**src/rtl/div_pkg.sv**
```systemverilog
// div_pkg: shared constants and state encoding for the sequential divider.
// Latency: n/a (declarations only).
// Backpressure: n/a.
package div_pkg;

  // Default operand / result width in bits.
  localparam int DIV_WIDTH = 32;

  // Shift/subtract iterations per division at the default width (one quotient bit each).
  localparam int DIV_ITER = DIV_WIDTH;

  // Controller states.
  typedef enum logic [1:0] {
    ST_IDLE = 2'b00,
    ST_RUN  = 2'b01,
    ST_DONE = 2'b10
  } div_state_t;

endpackage

```
**src/rtl/seq_divider_reg.sv**
```systemverilog
// seq_divider_reg: enable register with asynchronous active-high clear.
// Latency: 1 cycle from i_en to o_q; clear acts immediately.
// Backpressure: none; o_q holds while i_en is low.
module seq_divider_reg #(
  parameter int W = 32
) (
  input  logic         clk,
  input  logic         i_clr,
  input  logic         i_en,
  input  logic [W-1:0] i_d,
  output logic [W-1:0] o_q
);

  // Load on enable, hold otherwise, clear asynchronously.
  always_ff @(posedge clk or posedge i_clr) begin
    if (i_clr) begin
      o_q <= '0;
    end else if (i_en) begin
      o_q <= i_d;
    end
  end

endmodule

```
**src/rtl/seq_divider.sv**
```systemverilog
// seq_divider: signed radix-2 restoring divider; quotient truncates toward zero, remainder takes the dividend sign.
// Latency: start at edge 0 -> data_resultRDY high after edge WIDTH+1; divide-by-zero reports after edge 1.
// Backpressure: none; a new ctrl_DIV abandons the operation in flight and restarts from the new operands.
module seq_divider
  import div_pkg::*;
#(
  parameter int WIDTH = DIV_WIDTH
) (
  input  logic             clk,
  input  logic             ctrl_reset,
  input  logic             ctrl_DIV,
  input  logic [WIDTH-1:0] data_operandA,
  input  logic [WIDTH-1:0] data_operandB,
  output logic [WIDTH-1:0] data_result,
  output logic [WIDTH-1:0] data_remainder,
  output logic             data_resultRDY,
  output logic             data_exception
);

  // The package count covers the default build; other widths still iterate once per bit.
  localparam int ITER  = (WIDTH == DIV_WIDTH) ? DIV_ITER : WIDTH;
  localparam int CNT_W = $clog2(ITER) + 1;

  div_state_t       r_state;
  logic [CNT_W-1:0] r_cnt;
  logic [WIDTH-1:0] r_quo;     // dividend magnitude shifting out, quotient bits shifting in
  logic [WIDTH-1:0] r_rem;     // partial remainder magnitude
  logic [WIDTH-1:0] r_dvs;     // divisor magnitude
  logic             r_neg_q;
  logic             r_neg_r;
  logic             r_dz;
  logic             r_rdy;
  logic             r_exc;

  logic [WIDTH-1:0] w_a_mag;
  logic [WIDTH-1:0] w_b_mag;
  logic             w_b_zero;
  logic [WIDTH:0]   w_sh;
  logic [WIDTH:0]   w_diff;
  logic             w_ge;
  logic [WIDTH-1:0] w_quo_nxt;
  logic [WIDTH-1:0] w_rem_nxt;
  logic [WIDTH-1:0] w_q_fix;
  logic [WIDTH-1:0] w_r_fix;
  logic [WIDTH-1:0] w_q_d;
  logic [WIDTH-1:0] w_r_d;
  logic             w_last;
  logic             w_done_entry;

  // Operand magnitudes; -2^(WIDTH-1) maps to 2^(WIDTH-1), which still fits unsigned.
  assign w_a_mag  = data_operandA[WIDTH-1] ? -data_operandA : data_operandA;
  assign w_b_mag  = data_operandB[WIDTH-1] ? -data_operandB : data_operandB;
  assign w_b_zero = (data_operandB == '0);

  // One restoring step: shift in the next dividend bit and trial-subtract the divisor.
  // The partial remainder stays below the divisor, so WIDTH+1 bits hold the borrow cleanly.
  assign w_sh      = {r_rem, r_quo[WIDTH-1]};
  assign w_diff    = w_sh - {1'b0, r_dvs};
  assign w_ge      = ~w_diff[WIDTH];
  assign w_rem_nxt = w_ge ? w_diff[WIDTH-1:0] : w_sh[WIDTH-1:0];
  assign w_quo_nxt = {r_quo[WIDTH-2:0], w_ge};

  // Sign restoration; the -2^(WIDTH-1) / -1 case wraps naturally to 2^(WIDTH-1).
  assign w_q_fix = r_neg_q ? -w_quo_nxt : w_quo_nxt;
  assign w_r_fix = r_neg_r ? -w_rem_nxt : w_rem_nxt;

  // DONE is entered either by the final iteration or by a start with a zero divisor.
  // A start always wins over the final iteration, so an abandoned run never loads.
  assign w_last       = (r_state == ST_RUN) && (r_cnt == CNT_W'(ITER - 1));
  assign w_done_entry = ctrl_DIV ? w_b_zero : w_last;
  assign w_q_d        = ctrl_DIV ? '0 : w_q_fix;
  assign w_r_d        = ctrl_DIV ? '0 : w_r_fix;

  // Controller and datapath: capture on any start, iterate in RUN, strobe on leaving DONE.
  always_ff @(posedge clk or posedge ctrl_reset) begin
    if (ctrl_reset) begin
      r_state <= ST_IDLE;
      r_cnt   <= '0;
      r_quo   <= '0;
      r_rem   <= '0;
      r_dvs   <= '0;
      r_neg_q <= 1'b0;
      r_neg_r <= 1'b0;
      r_dz    <= 1'b0;
      r_rdy   <= 1'b0;
      r_exc   <= 1'b0;
    end else begin
      r_rdy <= 1'b0;
      r_exc <= 1'b0;
      if (ctrl_DIV) begin
        r_quo   <= w_a_mag;
        r_rem   <= '0;
        r_dvs   <= w_b_mag;
        r_neg_q <= data_operandA[WIDTH-1] ^ data_operandB[WIDTH-1];
        r_neg_r <= data_operandA[WIDTH-1];
        r_dz    <= w_b_zero;
        r_cnt   <= '0;
        r_state <= w_b_zero ? ST_DONE : ST_RUN;
      end else begin
        case (r_state)
          ST_IDLE: begin
            r_state <= ST_IDLE;
          end
          ST_RUN: begin
            r_quo <= w_quo_nxt;
            r_rem <= w_rem_nxt;
            r_cnt <= r_cnt + CNT_W'(1);
            if (w_last) begin
              r_state <= ST_DONE;
            end
          end
          ST_DONE: begin
            r_rdy   <= 1'b1;
            r_exc   <= r_dz;
            r_cnt   <= '0;
            r_state <= ST_IDLE;
          end
          default: begin
            r_state <= ST_IDLE;
          end
        endcase
      end
    end
  end

  seq_divider_reg #(.W(WIDTH)) u_quo_reg (
    .clk   (clk),
    .i_clr (ctrl_reset),
    .i_en  (w_done_entry),
    .i_d   (w_q_d),
    .o_q   (data_result)
  );

  seq_divider_reg #(.W(WIDTH)) u_rem_reg (
    .clk   (clk),
    .i_clr (ctrl_reset),
    .i_en  (w_done_entry),
    .i_d   (w_r_d),
    .o_q   (data_remainder)
  );

  assign data_resultRDY = r_rdy;
  assign data_exception = r_exc;

endmodule

```
**config.mk**
```make
export PLATFORM = sky130hd
export DESIGN_NAME = seq_divider
export DESIGN_NICKNAME = d
export VERILOG_FILES = /design/src/rtl/div_pkg.sv /design/src/rtl/seq_divider_reg.sv /design/src/rtl/seq_divider.sv
export SDC_FILE = /design/constraint.sdc
export NUM_CORES = 1
export LEC_CHECK = 0
export BUFFER_PORTS_ARGS = -buffer_cell sky130_fd_sc_hd__clkbuf_2
export CORE_MARGIN = 4
export CORE_UTILIZATION = 40
export DETAILED_ROUTE_END_ITERATION = 8
export PLACE_DENSITY = 0.64
export SKIP_CTS_REPAIR_TIMING = 1
export SLEW_MARGIN = 20
export SYNTH_ARGS = -nofsm -noshare
export SYNTH_HDL_FRONTEND = slang
export SYNTH_SLANG_ARGS = --single-unit
```
**constraint.sdc**
```tcl
create_clock -name clk -period 5.4 [get_ports clk]
set_clock_uncertainty 0.1 [all_clocks]
set_input_delay 0.54 -clock clk [delete_from_list [all_inputs] [get_ports clk]]
set_output_delay 0.54 -clock clk [all_outputs]
set_load 0.01 [all_outputs]
```
==> metrics.md, run 1 <==
| Metric | Value |
|---|---|
| Outcome | `finished, final reports clean` |
| Yosys warns | `0` |
| Crit-path max FO | `31` |
| Die area | `roughly 0.032 sq mm` |
| Total power | `around 6.6 mW` |
| Remaining DRCs | `0` |
| CTS tree | `built` |
| Number of diodes | `0` |
| Non-Filler Instances | `between 1500 and 2000` |
| Gpl congestion | `between 0.9 and 1` |
| Max Fclk | `roughly 200 MHz` |
| Yosys top cell by area | `dfrtp_1` |
| R2R setup slack | `between 300 and 400 ps` |
| Post-Synthesis Cells | `1413` |
| Most area-consuming cells after synthesis | `dfrtp_1, o21ai_0, nand2_1` |
| Met2 global-route usage | `28.9%` |
| Clk buf depth | `2` |
| Seq cells post-synth | `173` |
| Worst hold path class | `in -> async` |
| All-Layer GR Usage | `19.7%` |
| Mapped Area | `approximately 0.012 sq mm` |
| Area growth syn-to-layout | `13.4%` |
| DRT iter0 DRCs | `~920` |
| Height of the die | `approximately 180 um` |
| Share of synthesized flip-flops with an asynchronous set or reset | `100%` |
| Vias per cell | `5.51` |
| Reg clk slew, reported paths | `around 80 ps` |
| Post-Syn Area per Cell | `8.36 sq um` |
| Worst-skew pair later-pin latency | `around 440 ps` |
| Placed instance area | `around 0.013 sq mm` |
| Core Box Area | `0.0289 sq mm` |
| Final HPWL from detailed placement | `roughly 24 mm` |
| Max-slew violation total from the final report | `0` |
| Crit path kind | `reg -> reg` |
| Most frequent cells in the layout | `nand2_1, dfrtp_1, o21ai_0` |
| H-tree depth | `4` |
| TritonRoute pass-1 iters | `5` |
| Initial antenna violation count | `0` |
| Yosys cell types | `72` |
| Most common cell after layout, fill and taps aside | `nand2_1` |
| Clock sink total | `~170` |
| Critical path cell sequence | `inv_1 > ha_1 > fa_1 > nand2b_2 > a211oi_4 > o21ai_2 > o31a_1 > o21ba_4 > xnor2_4 > buf_4 > buf_4 > mux2_2 > o211ai_1 > or3b_1 > o41ai_2 > xnor2_1 > o21ai_2` |
| WP data required | `around 5600 ps` |
| Routed WL | `32.7 mm` |
| Sequential share of the synthesized area | `between 30% and 40%` |
| Number of cells after detailed placement | `~1900` |
| Area share of the largest cell type after synthesis | `a little over a third` |
| Max incr delay on CP | `470 ps` |
| Leakage | `a little over 6 nW` |
| RSZ-0062 raised after global routing | `no` |
| Final min period | `a little over 5000 ps` |
| Element type at the critical path end | `flop` |
| PnR worst setup slack | `351 ps` |
| Routing usage on met1 | `between 30% and 40%` |
| Cell Rows | `between 60 and 70` |
| Final Hold Viols | `0` |
| Port Buffer Count | `132` |
| Cell area power density | `490 mW/mm^2` |
| Final Cell Area | `0.0134 sq mm` |
| Slew of the pin with the lowest slew margin | `roughly 970 ps` |
| Endpoints failing setup | `0` |
| Pin count of the biggest net entering global routing | `95` |
| CTS root buf | `clkbuf_16` |
| EDFF count, synth | `0` |
| GRT overflow | `0` |
| Initial Util | `between 40 and 50%` |
| Setup TNS | `0 ps` |
| Final worst-path cycle share | `between 90 and 100%` |
| Ports | `~130` |
| Worst vdd ir | `around 0.47 mV` |
| Post-DRT Antenna Nets | `0` |
| Share of cells above drive strength 1 | `between 10% and 20%` |
| FILL cells | `around 2900` |
| Post-place setup slack | `slightly above 400 ps` |
| Slowest CP cell | `or3b_1` |
| Met3 usage | `~3.2%` |
| First-pass GRT wire length | `roughly 53 mm` |
| Main synth FF type | `dfrtp_1` |
| Nets | `between 1500 and 2000` |
| Setup crit start kind | `flop` |
| Max_cap viols | `0` |
| CTS Buf Count | `17` |
| Number of global-route vias before repair | `9832` |
| GRT Max-Usage Layer | `met1` |
| WP data arrival | `roughly 5300 ps` |
| Slew HR | `35.6%` |
| Avg WL per Cell | `17.3 um` |
| Die width | `approximately 180 um` |
| Net Count, Synth | `between 1500 and 2000` |
| Vias | `10400` |
path summary, 6_finish.rpt:
kind | from | cells past startpoint | to
worst max-delay path | r_quo[31] | 17 | u_rem_reg.o_q[30]
worst min-delay path | ctrl_reset | 2 | u_rem_reg.o_q[15]
worst max register to register | r_quo[31] | 17 | u_rem_reg.o_q[30]
worst min register to register | u_rem_reg.o_q[4] | 2 | u_rem_reg.o_q[4]
max in group asynchronous | ctrl_reset | 3 | r_rem[9]
min in group clk | data_operandB[30] | 4 | r_dvs[31]
worst max-delay path: cells and delay by family (launching register included):
kind            cells  cell delay, ps
flops               1             400
buf+inv             3             850
xor+xnor            2             310
simple gates        2             690
mux                 1             250
compound gates      7            1630
fa+ha+maj           2             660
area by class of cell:
| type | instances | area, sq um | share of cell area, % |
|---|---|---|---|
| Inverter | 55 | 211 | 1.58 |
| Clock buffer | 17 | 425 | 3.18 |
| Timing Repair Buffer | 147 | 788 | 5.88 |
| Sequential cell | 173 | 4330 | 32.3 |
| Multi-Input combinational cell | 1105 | 6970 | 52.0 |
| Clock inverter | 15 | 198 | 1.48 |
| Tap cell | 384 | 480 | 3.59 |
cell usage after synthesis (all sizes together) (7+ instances only):
cell type	n
ha	37
xnor2	73
xor2	75
inv	55
or4	15
nand4	21
nand2b	15
nor2b	7
nor2	126
or2	10
nor4	11
o31ai	33
dfrtp	173
nand2	182
buf	24
a211oi	34
clkbuf	56
or3	19
nor3	29
a21oi	94
o41ai	15
mux2i	51
nand3	18
o21ai	163
a21o	8
through the flow:
step	utilization [%]	hold WS, ps
final	46.3	88.3
after global routing	46.3	147
after CTS	46.2	128
after detailed placement	44.1	369
after global placement	44.1	365
after floorplan	-	370
logic make-up (layout without fill, tap and decap cells):
| family | count (synthesis) | count (layout) | synth area share (%) |
|---|---|---|---|
| buf+inv | 135 | 234 | 4.47 |
| fa+ha+maj | 38 | 38 | 4.09 |
| compound gates | 393 | 393 | 20.7 |
| mux | 55 | 55 | 4.70 |
| flops | 173 | 173 | 36.6 |
| xor+xnor | 148 | 148 | 11.1 |
| simple gates | 471 | 471 | 18.3 |
state kept, by name, indices dropped and copies added, names as in the netlist:
signal,flops
r_dz,1
r_dvs,32
r_neg_q,1
r_cnt,6
r_neg_r,1
data_exception,1
data_resultRDY,1
r_quo,32
r_state,2
u_rem_reg.o_q,32
r_rem,32
u_quo_reg.o_q,32
metal layers:
layer  up-vias  part of all wire, %
met1      4936                   50
met2       316                   43
li1       5164                    -
met4         0                  1.1
met5         -                    0
met3        26                  5.6
where the power goes:
part	internal [mW]	total [mW]	switching, mW
logic	1.37	3.56	2.18
clock network	0.675	1.31	0.631
registers	1.45	1.71	0.256
Power figures use the tool's default switching activity.
==> run 2, diff against run 1 <==
CORE_UTILIZATION = 56   (was 40)
CTS_BUF_LIST = sky130_fd_sc_hd__clkbuf_4   (was default)
PLACE_DENSITY = 0.84   (was 0.64)
==> run 2 against run 1 <==
  * Setup slack gained 91 ps
  * Global-route usage increased by 6.3 points
  * Hold slack better by 30 ps
  * First-iteration DRC count is 3.8% higher
  * Sequential power barely moved
  * Design area fell by 3.6%
  * Count of clock-buffer cells in the layout is the same
  * Final cell count fell by 6.0%
  * Utilization grew 17 points
  * Via count grew 1.8%
  * Highest routed layer unchanged
  * Critical path depth increased by 1
==> metrics.md, run 2 (synthesized netlist as in run 1, its figures left out) <==
| Metric | Value |
|---|---|
| Slew of the pin with the lowest slew margin | `1070 ps (was 966 ps)` |
| Met2 global-route usage | `38.4% (was 28.9%)` |
| Slew HR | `28.7% (was 35.6%)` |
| Final Cell Area | `0.0129 sq mm (was 0.0134 sq mm)` |
| Ports | `133 (unchanged)` |
| Worst hold path class | `in -> reg (was in -> async)` |
| Setup TNS | `0 ps (unchanged)` |
| Max_cap viols | `0 (unchanged)` |
| Cell area power density | `467 mW/mm^2 (was 490 mW/mm^2)` |
| FF-to-FF path depth | `18 (was 17)` |
| Combined area of the multi-input logic cells | `0.00696 sq mm (was 0.00697 sq mm)` |
| Post-place setup slack | `455 ps (was 412 ps)` |
| GRT overflow | `0 (unchanged)` |
| Core Box Area | `0.0205 sq mm (was 0.0289 sq mm)` |
| Avg WL per Cell | `17.4 um (was 17.3 um)` |
| Clk buf depth | `2 (unchanged)` |
| Met3 usage | `5.12% (was 3.17%)` |
| Endpoints failing setup | `0 (unchanged)` |
| TritonRoute pass-1 iters | `6 (was 5)` |
| Launching point of the worst reg2reg path | `r_quo[31] (unchanged)` |
| Final worst-path cycle share | `91.8% (was 93.5%)` |
| Crit-path max FO | `22 (was 31)` |
| FF/Latch Area | `0.00433 sq mm (unchanged)` |
| GRT Max-Usage Layer | `met1 (unchanged)` |
| R2R setup slack | `440 ps (was 350 ps)` |
| Placed instance area | `0.0126 sq mm (was 0.0128 sq mm)` |
| Number of cells after detailed placement | `1748 (was 1863)` |
| Crit path kind | `reg -> reg (unchanged)` |
| Height of the die | `153 um (was 180 um)` |
| Pin count of the biggest net entering global routing | `102 (was 95)` |
| First-pass GRT wire length | `50.3 mm (was 53.2 mm)` |
| Element type at the critical path end | `flop (unchanged)` |
| Vias per cell | `5.97 (was 5.51)` |
| Routed WL | `31.1 mm (was 32.7 mm)` |
| Share of cells above drive strength 1 | `13.6% (was 13.8%)` |
| Port Buffer Count | `132 (unchanged)` |
| WP data arrival | `5360 ps (was 5250 ps)` |
| WP data required | `5800 ps (was 5600 ps)` |
| DRT iter0 DRCs | `954 (was 919)` |
| Hold slack | `118 ps (was 88.3 ps)` |
| Routing usage on met1 | `39.7% (was 30.6%)` |
| Die area | `0.0235 sq mm (was 0.0323 sq mm)` |
| Initial Util | `57.6% (was 40.8%)` |
| R2r endpoint | `u_rem_reg.o_q[30] (unchanged)` |
| Initial antenna violation count | `1 (was 0)` |
| Remaining DRCs | `0 (unchanged)` |
| Area growth syn-to-layout | `9.33% (was 13.4%)` |
| Worst-skew pair later-pin latency | `610 ps (was 440 ps)` |
| Most frequent cells in the layout | `nand2_1, dfrtp_1, o21ai_0 (unchanged)` |
| Outcome | `finished, final reports clean (unchanged)` |
| Crit path capture | `u_rem_reg.o_q[30] (unchanged)` |
| Non-Filler Instances | `1782 (was 1896)` |
| Leakage | `6.08 nW (was 6.23 nW)` |
| Nets | `1603 (was 1604)` |
| PnR worst setup slack | `442 ps (was 351 ps)` |
| CTS root buf | `clkbuf_4 (was clkbuf_16)` |
| CTS tree | `built (unchanged)` |
| FILL cells | `1766 (was 2857)` |
| RSZ-0062 raised after global routing | `no (unchanged)` |
| Final Hold Viols | `0 (unchanged)` |
| CTS Buf Count | `17 (unchanged)` |
| Vias | `10600 (was 10400)` |
| Final min period | `4960 ps (was 5050 ps)` |
| H-tree depth | `4 (unchanged)` |
| Cell Rows | `52 (was 62)` |
| Max Fclk | `202 MHz (was 198 MHz)` |
| Min-Delay Path Depth | `4` |
| Die width | `153 um (was 180 um)` |
| Gpl congestion | `0.978 (was 0.932)` |
| Setup crit start kind | `flop (unchanged)` |
| Number of global-route vias before repair | `9831 (was 9832)` |
| Post-DRT Antenna Nets | `0 (unchanged)` |
| Final HPWL from detailed placement | `23.5 mm (was 24.5 mm)` |
| Clock sink total | `173 (unchanged)` |
| Most common cell after layout, fill and taps aside | `nand2_1 (unchanged)` |
| Crit path launch | `r_quo[31] (unchanged)` |
| Max-slew violation total from the final report | `0 (unchanged)` |
| Reg clk slew, reported paths | `180 ps (was 80 ps)` |
| Worst vdd ir | `0.349 mV (was 0.471 mV)` |
| All-Layer GR Usage | `26.0% (was 19.7%)` |
==> run 2: cell count changes in the layout (fill, tap and decap cells not counted), moves of 2 or more <==
cell | before | now
clkinv_4 | 0 | 2
clkbuf_16 | 17 | 0
clkinvlp_4 | 2 | 0
inv_6 | 2 | 5
inv_8 | 7 | 3
clkbuf_4 | 0 | 17
==> run 2: final cells by class <==
| class | instances | area share [%] |
|---|---|---|
| diodes | 1 | 0.0194 |
| clock buffers | 17 | 0.988 |
| clock inverters | 15 | 1.33 |
| inverters | 55 | 1.64 |
| multi-input cells | 1105 | 53.9 |
| flip-flops and latches | 173 | 33.5 |
| well taps | 270 | 2.62 |
| repair buffers | 146 | 5.97 |
==> run 2: routing by layer <==
layer | vias up | routed length, um
li1 | 5185 | -
met1 | 4978 | 14300
met2 | 432 | 13500
met3 | 37 | 2800
met4 | 0 | 449
met5 | - | 0
==> run 2: report_power, final <==
group / internal, mW / total, mW / switching [mW]
Clock: 0.218 / 0.781 / 0.563
Combinational: 1.36 / 3.55 / 2.18
Sequential: 1.45 / 1.70 / 0.249
Total: 3.03 / 6.03 / 2.99
==> run 2: how the worst min path moves through the flow <==
stage,from,to,slack [ps]
final,data_operandB[30],r_dvs[31],120
after global routing,data_operandB[30],r_dvs[31],120
after CTS,ctrl_reset,u_rem_reg.o_q[28],-70
after detailed placement,u_quo_reg.o_q[21],u_quo_reg.o_q[21],370
after global placement,u_quo_reg.o_q[8],u_quo_reg.o_q[8],360
after floorplan,r_dz,data_exception,370
==> run 2: worst max-delay path: stages (launching register included) <==
cell and delay [ps]:
dfrtp_1 460, inv_1 80, ha_1 250, fa_1 400
nand2b_2 220, a211oi_4 280, o21ai_2 130, o31a_1 360
o21ba_4 240, xnor2_4 140, inv_2 120, buf_4 230
a21oi_1 280, ha_1 300, o211ai_1 230, or3b_1 470
o41ai_2 350, xnor2_1 170, o21ai_2 60
==> run 2: stage by stage <==
step / utilization (%) / power (mW)
floorplan: - / 4.25
global placement: 61.5 / 5.09
detailed placement: 61.5 / 5.15
CTS: 63.0 / 5.93
global route: 63.0 / 6.43
finish: 63.0 / 6.03
==> run 3, diff against run 2 <==
CORE_MARGIN = 2   (was 4)
CTS_CLUSTER_DIAMETER = 200   (was default)
==> run 3 against run 2 <==
  * Clock power down 5.9%
  * Count of clock-buffer cells in the layout unchanged
  * First-iteration DRC count up 5.2%
  * Critical path type unchanged
==> metrics.md, run 3 (synthesized netlist as in run 1, its figures left out) <==
| Metric | Value |
|---|---|
| Outcome | `finished, final reports clean (unchanged)` |
| Placed instance area | `0.0126 sq mm (about the same)` |
| Final min period | `4940 ps (was 4960 ps)` |
| Setup TNS | `0 ps (unchanged)` |
| FF/Latch Area | `0.00433 sq mm (unchanged)` |
| Routed WL | `30.2 mm (was 31.1 mm)` |
| Clk buf depth | `2 (unchanged)` |
| Gpl congestion | `0.917 (was 0.978)` |
| Clock power frac | `12.3% (was 13.0%)` |
| CTS Buf Count | `17 (unchanged)` |
| FILL cells | `1858 (was 1766)` |
| Launching point of the worst reg2reg path | `r_quo[31] (unchanged)` |
| Crit path launch | `r_quo[31] (unchanged)` |
| Most common cell after layout, fill and taps aside | `nand2_1 (unchanged)` |
| Max Fclk | `202 MHz (about the same)` |
| Share of cells above drive strength 1 | `13.7% (was 13.6%)` |
| Cell area power density | `464 mW/mm^2 (was 467 mW/mm^2)` |
| Sequential share of power | `28.4% (was 28.2%)` |
| RSZ-0062 raised after global routing | `no (unchanged)` |
| Height of the die | `149 um (was 153 um)` |
| FF-to-FF path depth | `19 (was 18)` |
| Final Hold Viols | `0 (unchanged)` |
| Max_cap viols | `0 (unchanged)` |
| Endpoints failing setup | `0 (unchanged)` |
| All-Layer GR Usage | `27.2% (was 26.0%)` |
| H-tree depth | `4 (unchanged)` |
| Avg WL per Cell | `16.9 um (was 17.4 um)` |
| Non-Filler Instances | `1789 (was 1782)` |
| Slew of the pin with the lowest slew margin | `1090 ps (was 1070 ps)` |
| Initial antenna violation count | `1 (unchanged)` |
| Crit path kind | `reg -> reg (unchanged)` |
| Final Cell Area | `0.0129 sq mm (about the same)` |
| GRT overflow | `0 (unchanged)` |
| Worst-skew pair later-pin latency | `610 ps (about the same)` |
| Number of cells after detailed placement | `1755 (was 1748)` |
| Core Box Area | `0.0209 sq mm (was 0.0205 sq mm)` |
| Crit-path max FO | `11 (was 22)` |
| Port Buffer Count | `132 (unchanged)` |
| Most frequent cells in the layout | `nand2_1, dfrtp_1, o21ai_0 (unchanged)` |
| Cell Rows | `53 (was 52)` |
| First-pass GRT wire length | `48.4 mm (was 50.3 mm)` |
| R2r endpoint | `u_quo_reg.o_q[26] (was u_rem_reg.o_q[30])` |
| Vias | `10700 (was 10600)` |
| Ports | `133 (unchanged)` |
| Reg clk slew, reported paths | `160 ps (was 180 ps)` |
| Clock sink total | `173 (unchanged)` |
| Comb power frac | `59.3% (was 58.8%)` |
| Combined area of the multi-input logic cells | `0.00696 sq mm (unchanged)` |
| Die area | `0.0223 sq mm (was 0.0235 sq mm)` |
| Sw power | `2.95 mW (was 2.99 mW)` |
| CTS root buf | `clkbuf_4 (unchanged)` |
| Leakage | `6.07 nW (was 6.08 nW)` |
| DRT iter0 DRCs | `1004 (was 954)` |
| Post-DRT Antenna Nets | `0 (unchanged)` |
| Worst hold path class | `in -> reg (unchanged)` |
| WP data required | `5780 ps (was 5800 ps)` |
| Setup crit start kind | `flop (unchanged)` |
| Crit path capture | `u_quo_reg.o_q[26] (was u_rem_reg.o_q[30])` |
| CTS tree | `built (unchanged)` |
| Die width | `149 um (was 153 um)` |
| Sw Ratio | `49.3% (was 49.7%)` |
| Final HPWL from detailed placement | `23.1 mm (was 23.5 mm)` |
| Max-slew violation total from the final report | `0 (unchanged)` |
| Slew HR | `27.2% (was 28.7%)` |
| Number of global-route vias before repair | `9476 (was 9831)` |
| WP data arrival | `5330 ps (was 5360 ps)` |
| Nets | `1605 (was 1603)` |
| Remaining DRCs | `0 (unchanged)` |
| Pin count of the biggest net entering global routing | `105 (was 102)` |
| Area growth syn-to-layout | `9.31% (was 9.33%)` |
| Fin util | `61.8% (was 63.0%)` |
| Initial Util | `56.5% (was 57.6%)` |
| Vias per cell | `5.96 (was 5.97)` |
| Hold slack | `151 ps (was 118 ps)` |
| Final worst-path cycle share | `91.5% (was 91.8%)` |
| R2R setup slack | `460 ps (was 440 ps)` |
| Worst vdd ir | `0.255 mV (was 0.349 mV)` |
| TritonRoute pass-1 iters | `5 (was 6)` |
| Element type at the critical path end | `flop (unchanged)` |
| Pint | `3.04 mW (was 3.03 mW)` |
[run 3: power groups by stage]
stage                     registers (mW)  clock network, mW  logic, mW
after global placement              1.71                  0       3.42
after detailed placement            1.71                  0       3.45
after global routing                1.72              0.804       3.87
after floorplan                     1.61                  0       2.64
after CTS                           1.69              0.745       3.47
final                               1.70              0.735       3.55
[run 3: stage by stage]
step / power, mW / setup slack, ps
final: 5.99 / 456
after global routing: 6.39 / 159
after CTS: 5.91 / 482
after detailed placement: 5.17 / 467
after global placement: 5.12 / 550
after floorplan: 4.25 / 62.9
[run 3: worst min path at each step]
stage                                  from           endpoint  slack, ps  cells after the start
after floorplan                        r_dz     data_exception        370                      2
after global placement    u_rem_reg.o_q[19]  u_rem_reg.o_q[19]        360                      2
after detailed placement  u_rem_reg.o_q[21]  u_rem_reg.o_q[21]        370                      2
after CTS                        ctrl_reset  u_quo_reg.o_q[10]        -50                      2
after global routing      data_operandB[23]          r_dvs[23]        150                      3
final                     data_operandA[21]          r_quo[21]        150                      4
[run 3: layer usage]
| metal | track usage (%) | vias up | share of wire (%) |
|---|---|---|---|
| li1 | - | 5181 | - |
| met1 | 42.7 | 5073 | 49 |
| met2 | 39.6 | 383 | 43 |
| met3 | 3.61 | 34 | 6.6 |
| met4 | 6.48 | 0 | 1.4 |
| met5 | 0 | - | 0 |
[run 3: cell type report]
type / instances / area share (%)
clock buffer: 17 / 0.988
multi-input combinational: 1105 / 53.9
timing repair buffer: 148 / 6.09
clock inverter: 15 / 1.14
sequential: 173 / 33.5
inverter: 55 / 1.64
tap: 275 / 2.66
antenna: 1 / 0.0194
[run 3: worst max-delay path, cell delays in order, from the launching register on]
cell and delay [ps]:
dfrtp_1 440, inv_1 100, ha_1 250, fa_1 410, nand2b_2 220, a211oi_4 270
o21ai_2 130, o31a_1 350, o21ba_4 240, xnor2_4 130, inv_2 150, ha_1 200
nand2b_1 100, or3_1 410, or2_2 330, nand2b_1 190, nand2b_1 230, o41ai_1 340
xor2_1 170, o21ai_0 80
